===== config.mk =====
export PLATFORM = sky130hd
export DESIGN_NAME = serial_mag_comp_ctrl
export DESIGN_NICKNAME = d
export VERILOG_FILES = /design/src/rtl/comp_pkg.sv /design/src/rtl/bit1_comp.sv /design/src/rtl/serial_mag_comp_ctrl.sv
export SDC_FILE = /design/constraint.sdc
export NUM_CORES = 1
export LEC_CHECK = 0
export ABC_AREA = 1
export CAP_MARGIN = 20
export CORE_ASPECT_RATIO = 1.4
export CORE_MARGIN = 1
export CORE_UTILIZATION = 55
export DETAILED_ROUTE_END_ITERATION = 8
export PLACE_DENSITY = 0.83
export SYNTH_ARGS = -nofsm -noshare
export SYNTH_HDL_FRONTEND = slang
export SYNTH_SLANG_ARGS = --single-unit
export TNS_END_PERCENT = 10

===== constraint.sdc =====
create_clock -name clk -period 4.8 [get_ports clk]
set_input_delay 0.48 -clock clk [delete_from_list [all_inputs] [get_ports clk]]
set_output_delay 0.48 -clock clk [all_outputs]
set_load 0.1 [all_outputs]

===== src/rtl/comp_pkg.sv =====
// Shared definitions for the serial magnitude comparator: FSM encoding and
// result-vector bit positions (also used by the bench).
package comp_pkg;

    typedef enum logic {
        IDLE = 1'b0,
        SCAN = 1'b1
    } state_e;

    // Bit positions inside the 3-bit one-hot result vector {ye, yl, yg}.
    localparam int unsigned RES_GT = 0;
    localparam int unsigned RES_LT = 1;
    localparam int unsigned RES_EQ = 2;

endpackage


===== src/rtl/bit1_comp.sv =====
// Single-bit magnitude compare cell: exactly one of yg/yl/ye is high.
module bit1_comp (
    input  logic a,
    input  logic b,
    output logic yg,
    output logic yl,
    output logic ye
);

    // Pure combinational compare of one bit pair.
    always_comb begin
        yg = a & ~b;
        yl = ~a & b;
        ye = ~(a ^ b);
    end

endmodule


===== src/rtl/serial_mag_comp_ctrl.sv =====
// Sequenced WIDTH-bit magnitude comparator: latches operands on start, walks them
// MSB-first through one shared 1-bit cell, exits at the first differing bit.
module serial_mag_comp_ctrl
    import comp_pkg::*;
#(
    parameter int unsigned WIDTH = 8
) (
    input  logic             clk,
    input  logic             rst_n,
    input  logic             start,
    input  logic [WIDTH-1:0] a,
    input  logic [WIDTH-1:0] b,
    output logic             busy,
    output logic             done,
    output logic             yg,
    output logic             yl,
    output logic             ye
);

    localparam int unsigned IDX_W = $clog2(WIDTH);

    state_e             r_state;
    state_e             w_state_nxt;
    logic [WIDTH-1:0]   r_a;
    logic [WIDTH-1:0]   r_b;
    logic [WIDTH-1:0]   w_a_nxt;
    logic [WIDTH-1:0]   w_b_nxt;
    logic [IDX_W-1:0]   r_idx;
    logic [IDX_W-1:0]   w_idx_nxt;
    logic               r_done;
    logic               w_done_nxt;
    logic [2:0]         r_res;
    logic [2:0]         w_res_nxt;
    logic               w_a_bit;
    logic               w_b_bit;
    logic               w_gt;
    logic               w_lt;
    logic               w_eq;

    // Only the latched copies feed the cell, so live a/b changes never matter.
    assign w_a_bit = r_a[r_idx];
    assign w_b_bit = r_b[r_idx];

    bit1_comp u_bit1_comp (
        .a  (w_a_bit),
        .b  (w_b_bit),
        .yg (w_gt),
        .yl (w_lt),
        .ye (w_eq)
    );

    // FSM state register.
    always_ff @(posedge clk or negedge rst_n) begin
        if (!rst_n) begin
            r_state <= IDLE;
        end else begin
            r_state <= w_state_nxt;
        end
    end

    // Next-state, operand capture, index walk and result update.
    always_comb begin
        w_state_nxt = r_state;
        w_a_nxt     = r_a;
        w_b_nxt     = r_b;
        w_idx_nxt   = r_idx;
        w_done_nxt  = 1'b0;
        w_res_nxt   = r_res;
        unique case (r_state)
            IDLE: begin
                if (start) begin
                    w_a_nxt     = a;
                    w_b_nxt     = b;
                    w_idx_nxt   = IDX_W'(WIDTH - 1);
                    w_state_nxt = SCAN;
                end
            end
            SCAN: begin
                if (!w_eq) begin
                    w_res_nxt         = 3'b000;
                    w_res_nxt[RES_GT] = w_gt;
                    w_res_nxt[RES_LT] = w_lt;
                    w_done_nxt        = 1'b1;
                    w_state_nxt       = IDLE;
                end else if (r_idx == '0) begin
                    w_res_nxt         = 3'b000;
                    w_res_nxt[RES_EQ] = 1'b1;
                    w_done_nxt        = 1'b1;
                    w_state_nxt       = IDLE;
                end else begin
                    w_idx_nxt = r_idx - IDX_W'(1);
                end
            end
            default: w_state_nxt = IDLE;
        endcase
    end

    // Datapath registers: operands, bit index, done pulse and held result.
    always_ff @(posedge clk or negedge rst_n) begin
        if (!rst_n) begin
            r_a    <= '0;
            r_b    <= '0;
            r_idx  <= '0;
            r_done <= 1'b0;
            r_res  <= 3'b000;
        end else begin
            r_a    <= w_a_nxt;
            r_b    <= w_b_nxt;
            r_idx  <= w_idx_nxt;
            r_done <= w_done_nxt;
            r_res  <= w_res_nxt;
        end
    end

    assign busy = (r_state == SCAN);
    assign done = r_done;
    assign yg   = r_res[RES_GT];
    assign yl   = r_res[RES_LT];
    assign ye   = r_res[RES_EQ];

endmodule

### Word level (Yosys, flattened, before mapping)

Index checks and enable logic that the tools add are counted.

| storage, ports and cells | value |
|---|---|
| register bits after elaboration | 24 |
| output and inout bits | 5 |

| cells by class | value |
|---|---|
| magnitude comparators | 1 |
| bitwise logic cells | 6 |
| multiplexer cells | 17 |
| reduce and logical (&&, ||, !) cells | 5 |
| equal/unequal tests | 3 |
| add/subtract/negate cells | 1 |

Operators by type and width:

| operator | number |
|---|---|
| 3-bit 2-to-1 mux | 5 |
| 1-bit 2-to-1 mux | 8 |
| 1-bit binary-select mux with 3-bit select | 2 |
| 2-bit != test, second input constant | 3 |
| 3-bit one-hot mux with 2 select lines | 1 |
| 3-bit by 4-bit < comparator with 1-bit output, second input constant | 1 |
| 2-bit AND reduction | 2 |
| 3-bit zero test | 1 |
| 1-bit inverter | 3 |
| 3-bit AND reduction | 1 |
| 3-bit by 1-bit subtractor with 3-bit output, second input constant | 1 |
| 1-bit AND | 2 |
| 1-bit one-hot mux with 2 select lines | 1 |
| 2-bit nonzero test | 1 |
| 1-bit bitwise XOR | 1 |

### Logic depth before layout (Yosys ltp)

Gate-level depths: netlist (run 1).

| logic depth | value |
|---|---|
| depth in word-level cells | 5 |
| depth in mapped cells | 13 |

### Hierarchy

A second synthesis (run 1) with hierarchy kept.

| second synthesis, totals | value |
|---|---|
| cell total of the unflattened synthesis | 150 |
| area, all modules | 1248.7 um^2 |

By module, submodules not included:

| module | area an instance (um^2) | instances | cells each | sequential area each (um^2) |
|---|---|---|---|---|
| serial_mag_comp_ctrl | 1216.2 | 1 | 146 | 600.6 |
| bit1_comp | 32.5 | 1 | 4 | 0.0 |

### Least setup slack after synthesis (run 1)

No wires, ideal clock.

| path | value |
|---|---|
| kind | register to register |
| start point | reg r_state, in the netlist busy |
| end point | reg r_res[0] |
| arrival | 1564 ps |
| path slack | 3114 ps |
| required time | 4678 ps |
| stages on the path, launching flop included | 6 |
| clock period less this slack | 1686 ps |
| path through | dfrtp_1 nand2_1 nand2_2 inv_1 nand2_1 nand2_1 |

| on the way | value |
|---|---|
| longest elaborated chain between the ends | 1 |

RTL lines:

| what | line | text |
|---|---|---|
| start, declared | serial_mag_comp_ctrl.sv:22 | `state_e r_state;` |
| start signal, assigned | serial_mag_comp_ctrl.sv:57 | `r_state <= w_state_nxt;` |
| 2-bit AND reduction (no line) | - |  |
| end signal, assigned | serial_mag_comp_ctrl.sv:111 | `r_res <= w_res_nxt;` |
| end, declared | serial_mag_comp_ctrl.sv:32 | `logic [2:0] r_res;` |

No other way between the ends.
A chain may end at the register's enable or synchronous reset.

### Worst setup path after layout (run 1)

| path | value |
|---|---|
| start point | reg r_state, in the netlist busy |
| end point | out busy |

RTL lines:

| what | line | text |
|---|---|---|
| end, declared | serial_mag_comp_ctrl.sv:13 | `output logic busy,` |

No word-level cell between the ends.

==> flow_summary.ini, run 1 <==
[power_and_ir_drop]
power_per_cell_area_nw_per_um2 = 723
total_leakage_power_nw = 0.784
vdd.ir_drop.worst_mv = 0.613

[cts]
clk_path_buf_depth = 2
ctsHtreeMaxLevel = 1
numCtsBuffers = 3
cts.root.buffer_cell = sky130_fd_sc_hd__clkbuf_4
tritoncts = done
postCtsHoldBufs = 0
clkSinkCount = 24
clk_latency_ns = 0.31
clk_pin_slew_worst_paths_ns = 0.11
cts_repair_resizes = 0
cts.repair_timing.setup_buffer_count = 0

[setup_path]
rr_endpoint = r_res[0]$_DFFE_PN0P_
critical_path.endpoint_type = primary output
timing.reg2reg.worst_path_depth = 12
crit_buf_inv = 1
worstSetupPathType = flop to primary output
worst-path-max-fanout = 8
kind_of_start_point_of_the_critical_path = flop
crit_chain = clkdlybuf4s50_1
worstPathRequired_ns = 4.32
crit_slowest_cell = sky130_fd_sc_hd__clkdlybuf4s50_1
worst-path-stages = 1
worst_path_largest_cell_delay_ns = 1.19
crit-reg2reg-launch = r_idx[0]$_DFFE_PN0P_
crit_start = busy$_DFF_PN0_
critPathCapture = busy
r2r_slack_ns = 2.84
critPathArrivalTime_ns = 1.99
worst_path_dominant_cell_family = buffers and inverters

[timing]
hold_violations = 0
finalClockSkew_ns = 0.00462
final-max-slew-violation-count = 0
fin_setup_tns_ns = 0
max-slew-margin-rel = 0.352
rsz0062_at_grt = false
finalSetupViolations = 0
final.setup.worst_slack_ns = 2.33
worst_hold_slack_ns = 0.493
fin_crit_ns = 2.47
worst_slew_pin_slew_ns = 0.968
maxClockFrequency_ghz = 0.405
layout_worst_path_cycle_share = 0.515

[synthesis]
synthFlopType = sky130_fd_sc_hd__dfrtp_1
netlist-cell-type-count = 21
synth_most_common_cell = sky130_fd_sc_hd__nand2_1
syn-mean-instance-area_um2 = 8.54
postSynth.asyncResetShare = 1.00
synth.largest_area_cell = sky130_fd_sc_hd__dfrtp_1
netlist_area_um2 = 1320
proportion_of_synthesized_chip_area_in_sequential_cells = 0.457
yosysWarningCount = 0
post_synth_most_frequent_cells = sky130_fd_sc_hd__nand2_1 (46), sky130_fd_sc_hd__dfrtp_1 (24), sky130_fd_sc_hd__inv_1 (19)
synth_fp_nets = 177
syn_inst = 154
synth-edff-count = 0
synth.top_cell.area_share = 0.457
cells_taking_the_most_area_after_synthesis = sky130_fd_sc_hd__dfrtp_1 (46%), sky130_fd_sc_hd__nand2_1 (13%), sky130_fd_sc_hd__a21oi_2 (9.3%), sky130_fd_sc_hd__inv_1 (5.4%), sky130_fd_sc_hd__nand3_1 (4.9%)
synth_seq_cells = 24

[global_routing]
grt_antenna_before_repair = 0
grt_util_all_layers = 0.203
global_route_wire_length_before_repair_um = 3910
grt.overflow.total = 0
grt_pass1_vias = 964
largest_net_degree_at_the_start_of_global_routing = 34

[layout]
layout.filler_cells = 182
drive_above_1_share = 0.193
layout.nets = 201
antennaDiodeCount = 0
syn_to_final_growth_pct = 17.4

[routing]
wl_met2_um = 1170
post_drt_wl_per_cell_um = 11.7
dr.max_layer_used = met4
routed_wirelength_um = 2310
vias_per_cell = 5.08
post-route-drc-count = 4
dr.pass1.iters = 6
wl_met3_um = 59
routedLengthMet1_um = 1030
route.antenna.remaining_nets = 0
detailroute.via_count = 1005
drt_iter0_drc = 16

[die]
die_area_um2 = 2590
placementRows = 20
die_height_um = 59.9
initial_utilization = 0.590
io_pins = 24
core-area_um2 = 2230
die_w_um = 43.3

[placement]
dp_hpwl_um = 1740
finalWeightedCongestion = 0.861
preCtsSetupSlack_ns = 2.69
portBuffers = 23

[hold_path]
timing.hold.worst_path_depth = 2
hold_class = flop to flop

[run_status]
result_of_the_run = finished, violations left
failing_checks = design-rule violations

[job]
drv_cap = 0
power breakdown:
part / leakage, nW / internal, W / switching (W)
sequential: 0.273 / 0.000303 / 0.0000629
clock: 0.0138 / 0.0000293 / 0.0000538
combinational: 0.498 / 0.000222 / 0.000445
total: 0.784 / 0.000554 / 0.000562
cell families after synthesis:
logic type,synth area share
flip-flops,0.457
AO/OA/AOI/OAI,0.110
AND/OR/NAND/NOR,0.275
adder cells (fa/ha/maj),0.0381
buffers and inverters,0.113
XOR/XNOR,0.00666
worst min path at each step:
stage / from / end / slack (ns)
after floorplan: rst_n / busy$_DFF_PN0_ / 0.18
after global placement: r_res[1]$_DFFE_PN0P_ / r_res[1]$_DFFE_PN0P_ / 0.46
after detailed placement: r_res[0]$_DFFE_PN0P_ / r_res[0]$_DFFE_PN0P_ / 0.47
after CTS: r_res[0]$_DFFE_PN0P_ / r_res[0]$_DFFE_PN0P_ / 0.50
after global routing: r_res[1]$_DFFE_PN0P_ / r_res[1]$_DFFE_PN0P_ / 0.53
final: r_res[0]$_DFFE_PN0P_ / r_res[0]$_DFFE_PN0P_ / 0.49
metal layers:
layer  GRT usage  vias up
li1            -      518
met1       0.242      468
met2       0.359       14
met3      0.0272        5
met4      0.0938        0
met5           0        -
metrics by stage:
step	util	cell area, um2	instances	power, W
6_report	0.693	1540	198	0.00112
5_1_grt	0.693	1540	198	0.00122
4_1_cts	0.687	1530	197	0.00113
3_5_place_dp	0.676	1510	194	0.00104
3_3_place_gp	0.676	1510	194	0.00102
2_1_floorplan	-	1320	154	0.000923
state kept, by name, summed over array words and instances, names as in the netlist:
name	count
done	1
r_b	8
r_a	8
r_res	3
r_idx	3
busy	1
placed cells by master, fill, tap and decap left out:
cell type and instances:
sky130_fd_sc_hd__nand2_1 46, sky130_fd_sc_hd__dfrtp_1 24, sky130_fd_sc_hd__clkdlybuf4s50_1 23, sky130_fd_sc_hd__inv_1 19, sky130_fd_sc_hd__a21oi_2 14, sky130_fd_sc_hd__nand3_1 13
sky130_fd_sc_hd__nor2_2 8, sky130_fd_sc_hd__nor2_1 8, sky130_fd_sc_hd__ha_1 4, sky130_fd_sc_hd__inv_2 3, sky130_fd_sc_hd__clkbuf_4 3, sky130_fd_sc_hd__nand3_2 2
sky130_fd_sc_hd__a21oi_1 2, sky130_fd_sc_hd__nand2_2 1, sky130_fd_sc_hd__nand2_4 1, sky130_fd_sc_hd__xnor2_1 1, sky130_fd_sc_hd__or2_2 1, sky130_fd_sc_hd__o21a_1 1
sky130_fd_sc_hd__o21ai_1 1, sky130_fd_sc_hd__buf_8 1
worst register-to-register path: cells and delay by family, from the launching register on:
family | cells | cell delay, ns
and+or+nand+nor | 8 | 0.69
buffers and inverters | 3 | 0.30
DFF | 1 | 0.58
adders and majority gates | 1 | 0.30
cell type report:
class                           count  area [um2]  area share
Sequential cell                    24         601       0.389
Multi-Input combinational cell    103         566       0.366
Timing Repair Buffer               24         245       0.159
Inverter                           22        82.6      0.0535
Tap cell                           22        27.5      0.0178
Clock buffer                        3        22.5      0.0146
No activity file was read; power rests on OpenSTA's default activity.
==> inputs of run 2 (changes only) <==
- CORE_UTILIZATION: 55 -> 46
- PLACE_DENSITY: 0.83 -> 0.74
- clock period: 4.8 -> 2 ns (I/O delays scaled with it)
==> flow_summary.ini, run 2 (synthesis results as in run 1) <==
[global_routing]
global_route_wire_length_before_repair_um = 4190
grt.overflow.total = 0
largest_net_degree_at_the_start_of_global_routing = 34
grt_util_all_layers = 0.192
grt_pass1_vias = 1048
grt_antenna_before_repair = 0

[setup_path]
cp_common_cell = sky130_fd_sc_hd__nand2_1
worst-path-max-fanout = 11
critPathArrivalTime_ns = 2.03
crit_slowest_cell = sky130_fd_sc_hd__dfrtp_2
critical_path.endpoint_type = flop
kind_of_start_point_of_the_critical_path = flop
crit_buf_inv = 3
crit_chain = inv_4, nand2_1, nand3_1, nand2_1, nand2_1, nand2_1, ha_1, inv_1, nand2_1, nand2_2, inv_1, nand2_1, nand2_1
worstPathRequired_ns = 2.23
worst_path_dominant_cell_family = simple AND/OR/NAND/NOR gates
worstSetupPathType = flop to flop
worst_path_largest_cell_delay_ns = 0.51

[cts]
tritoncts = done
clkSinkCount = 24
cts.root.buffer_cell = sky130_fd_sc_hd__clkbuf_4
cts.repair_timing.setup_buffer_count = 0
clk_latency_ns = 0.32
ctsHtreeMaxLevel = 1
clk_pin_slew_worst_paths_ns = 0.13
clk_path_buf_depth = 2
numCtsBuffers = 3

[layout]
area.sequential_um2 = 602
most-common-layout-cells = sky130_fd_sc_hd__nand2_1 (46), sky130_fd_sc_hd__dfrtp_1 (23), sky130_fd_sc_hd__inv_1 (19)
layout.nets = 201
antennaDiodeCount = 0
syn_to_final_growth_pct = 19.8
biggestRegsByFlops = r_a (8), r_b (8)
drive_above_1_share = 0.232
layout.cells.most_common = sky130_fd_sc_hd__nand2_1
multi_input_comb_area_um2 = 566
layout.filler_cells = 252

[routing]
vias_per_cell = 4.74
post-route-drc-count = 0
drt_iter0_drc = 28
post_drt_wl_per_cell_um = 11.1
route.antenna.remaining_nets = 0
dr.pass1.iters = 4
routed_wirelength_um = 2360
detailroute.via_count = 1009

[die]
initial_utilization = 0.493
die_w_um = 47.2
die_area_um2 = 3080
core-area_um2 = 2670
placementRows = 22
io_pins = 24
die_height_um = 65.3

[timing]
final-max-slew-violation-count = 0
hold_violations = 0
fin_crit_ns = 1.80
final.setup.worst_slack_ns = 0.198
fin_setup_tns_ns = 0
finalSetupViolations = 0
finalClockSkew_ns = 0.00411
rsz0062_at_grt = false
worst_slew_pin_slew_ns = 0.467
max-slew-margin-rel = 0.688
maxClockFrequency_ghz = 0.555
layout_worst_path_cycle_share = 0.901

[power_and_ir_drop]
total_leakage_power_nw = 0.802
vdd.ir_drop.worst_mv = 1.65
power_per_cell_area_nw_per_um2 = 1800

[hold_path]
hold_class = input port to async pin

[placement]
preCtsSetupSlack_ns = 0.120
portBuffers = 23
finalWeightedCongestion = 0.808
dp_hpwl_um = 1830

[job]
drv_cap = 0

[run_status]
result_of_the_run = completed
-- run 2: path summary, 6_finish.rpt --
check,start,to,slack [ns],depth (start not counted)
setup / recovery,r_idx[0]$_DFFE_PN0P_,r_res[0]$_DFFE_PN0P_,0.20,13
hold / removal,rst_n,r_res[2]$_DFFE_PN0P_,0.21,2
setup reg to reg,r_idx[0]$_DFFE_PN0P_,r_res[0]$_DFFE_PN0P_,0.20,13
hold reg to reg,r_res[1]$_DFFE_PN0P_,r_res[1]$_DFFE_PN0P_,0.50,2
max in group asynchronous,rst_n,r_idx[0]$_DFFE_PN0P_,1.54,2
min in group clk,a[6],r_a[6]$_DFFE_PN0P_,0.45,3
-- run 2: layout make-up --
type / instances / share of cell area
Multi-Input combinational cell: 103 / 0.359
Inverter: 22 / 0.0540
Sequential cell: 24 / 0.382
Clock inverter: 1 / 0.0191
Tap cell: 36 / 0.0286
Clock buffer: 3 / 0.0143
Timing Repair Buffer: 24 / 0.143
-- run 2: metrics by stage --
stage	utilization	hold slack, ns	power, W	cells	cell area [um2]
after floorplan	-	-0.0956	0.00222	154	1320
after global placement	0.569	0.462	0.00244	209	1520
after detailed placement	0.569	0.475	0.00250	209	1520
after CTS	0.589	0.220	0.00284	213	1570
after global routing	0.590	0.253	0.00309	213	1580
final	0.590	0.215	0.00283	213	1580
-- run 2: layer usage --
layer  wire, um  vias up  part of all wire  GRT usage
met5          0        -                 0          0
met4         66        0             0.028     0.0893
met3         69        7             0.029     0.0357
met2       1250       18              0.53      0.330
met1        970      467              0.41      0.218
li1           -      517                 -          -
-- run 2: report_power, final --
part | internal [W] | switching [W] | total, W | leakage [nW]
clock | 0.000203 | 0.000143 | 0.000346 | 0.0279
sequential | 0.000728 | 0.000152 | 0.000880 | 0.272
combinational | 0.000520 | 0.00108 | 0.00160 | 0.502
-- run 2: timing repair --
action | in CTS | in global routing
resized for setup | 0 | 2
hold buffers | 0 | 0
endpoints found under the setup margin | 0 | 6
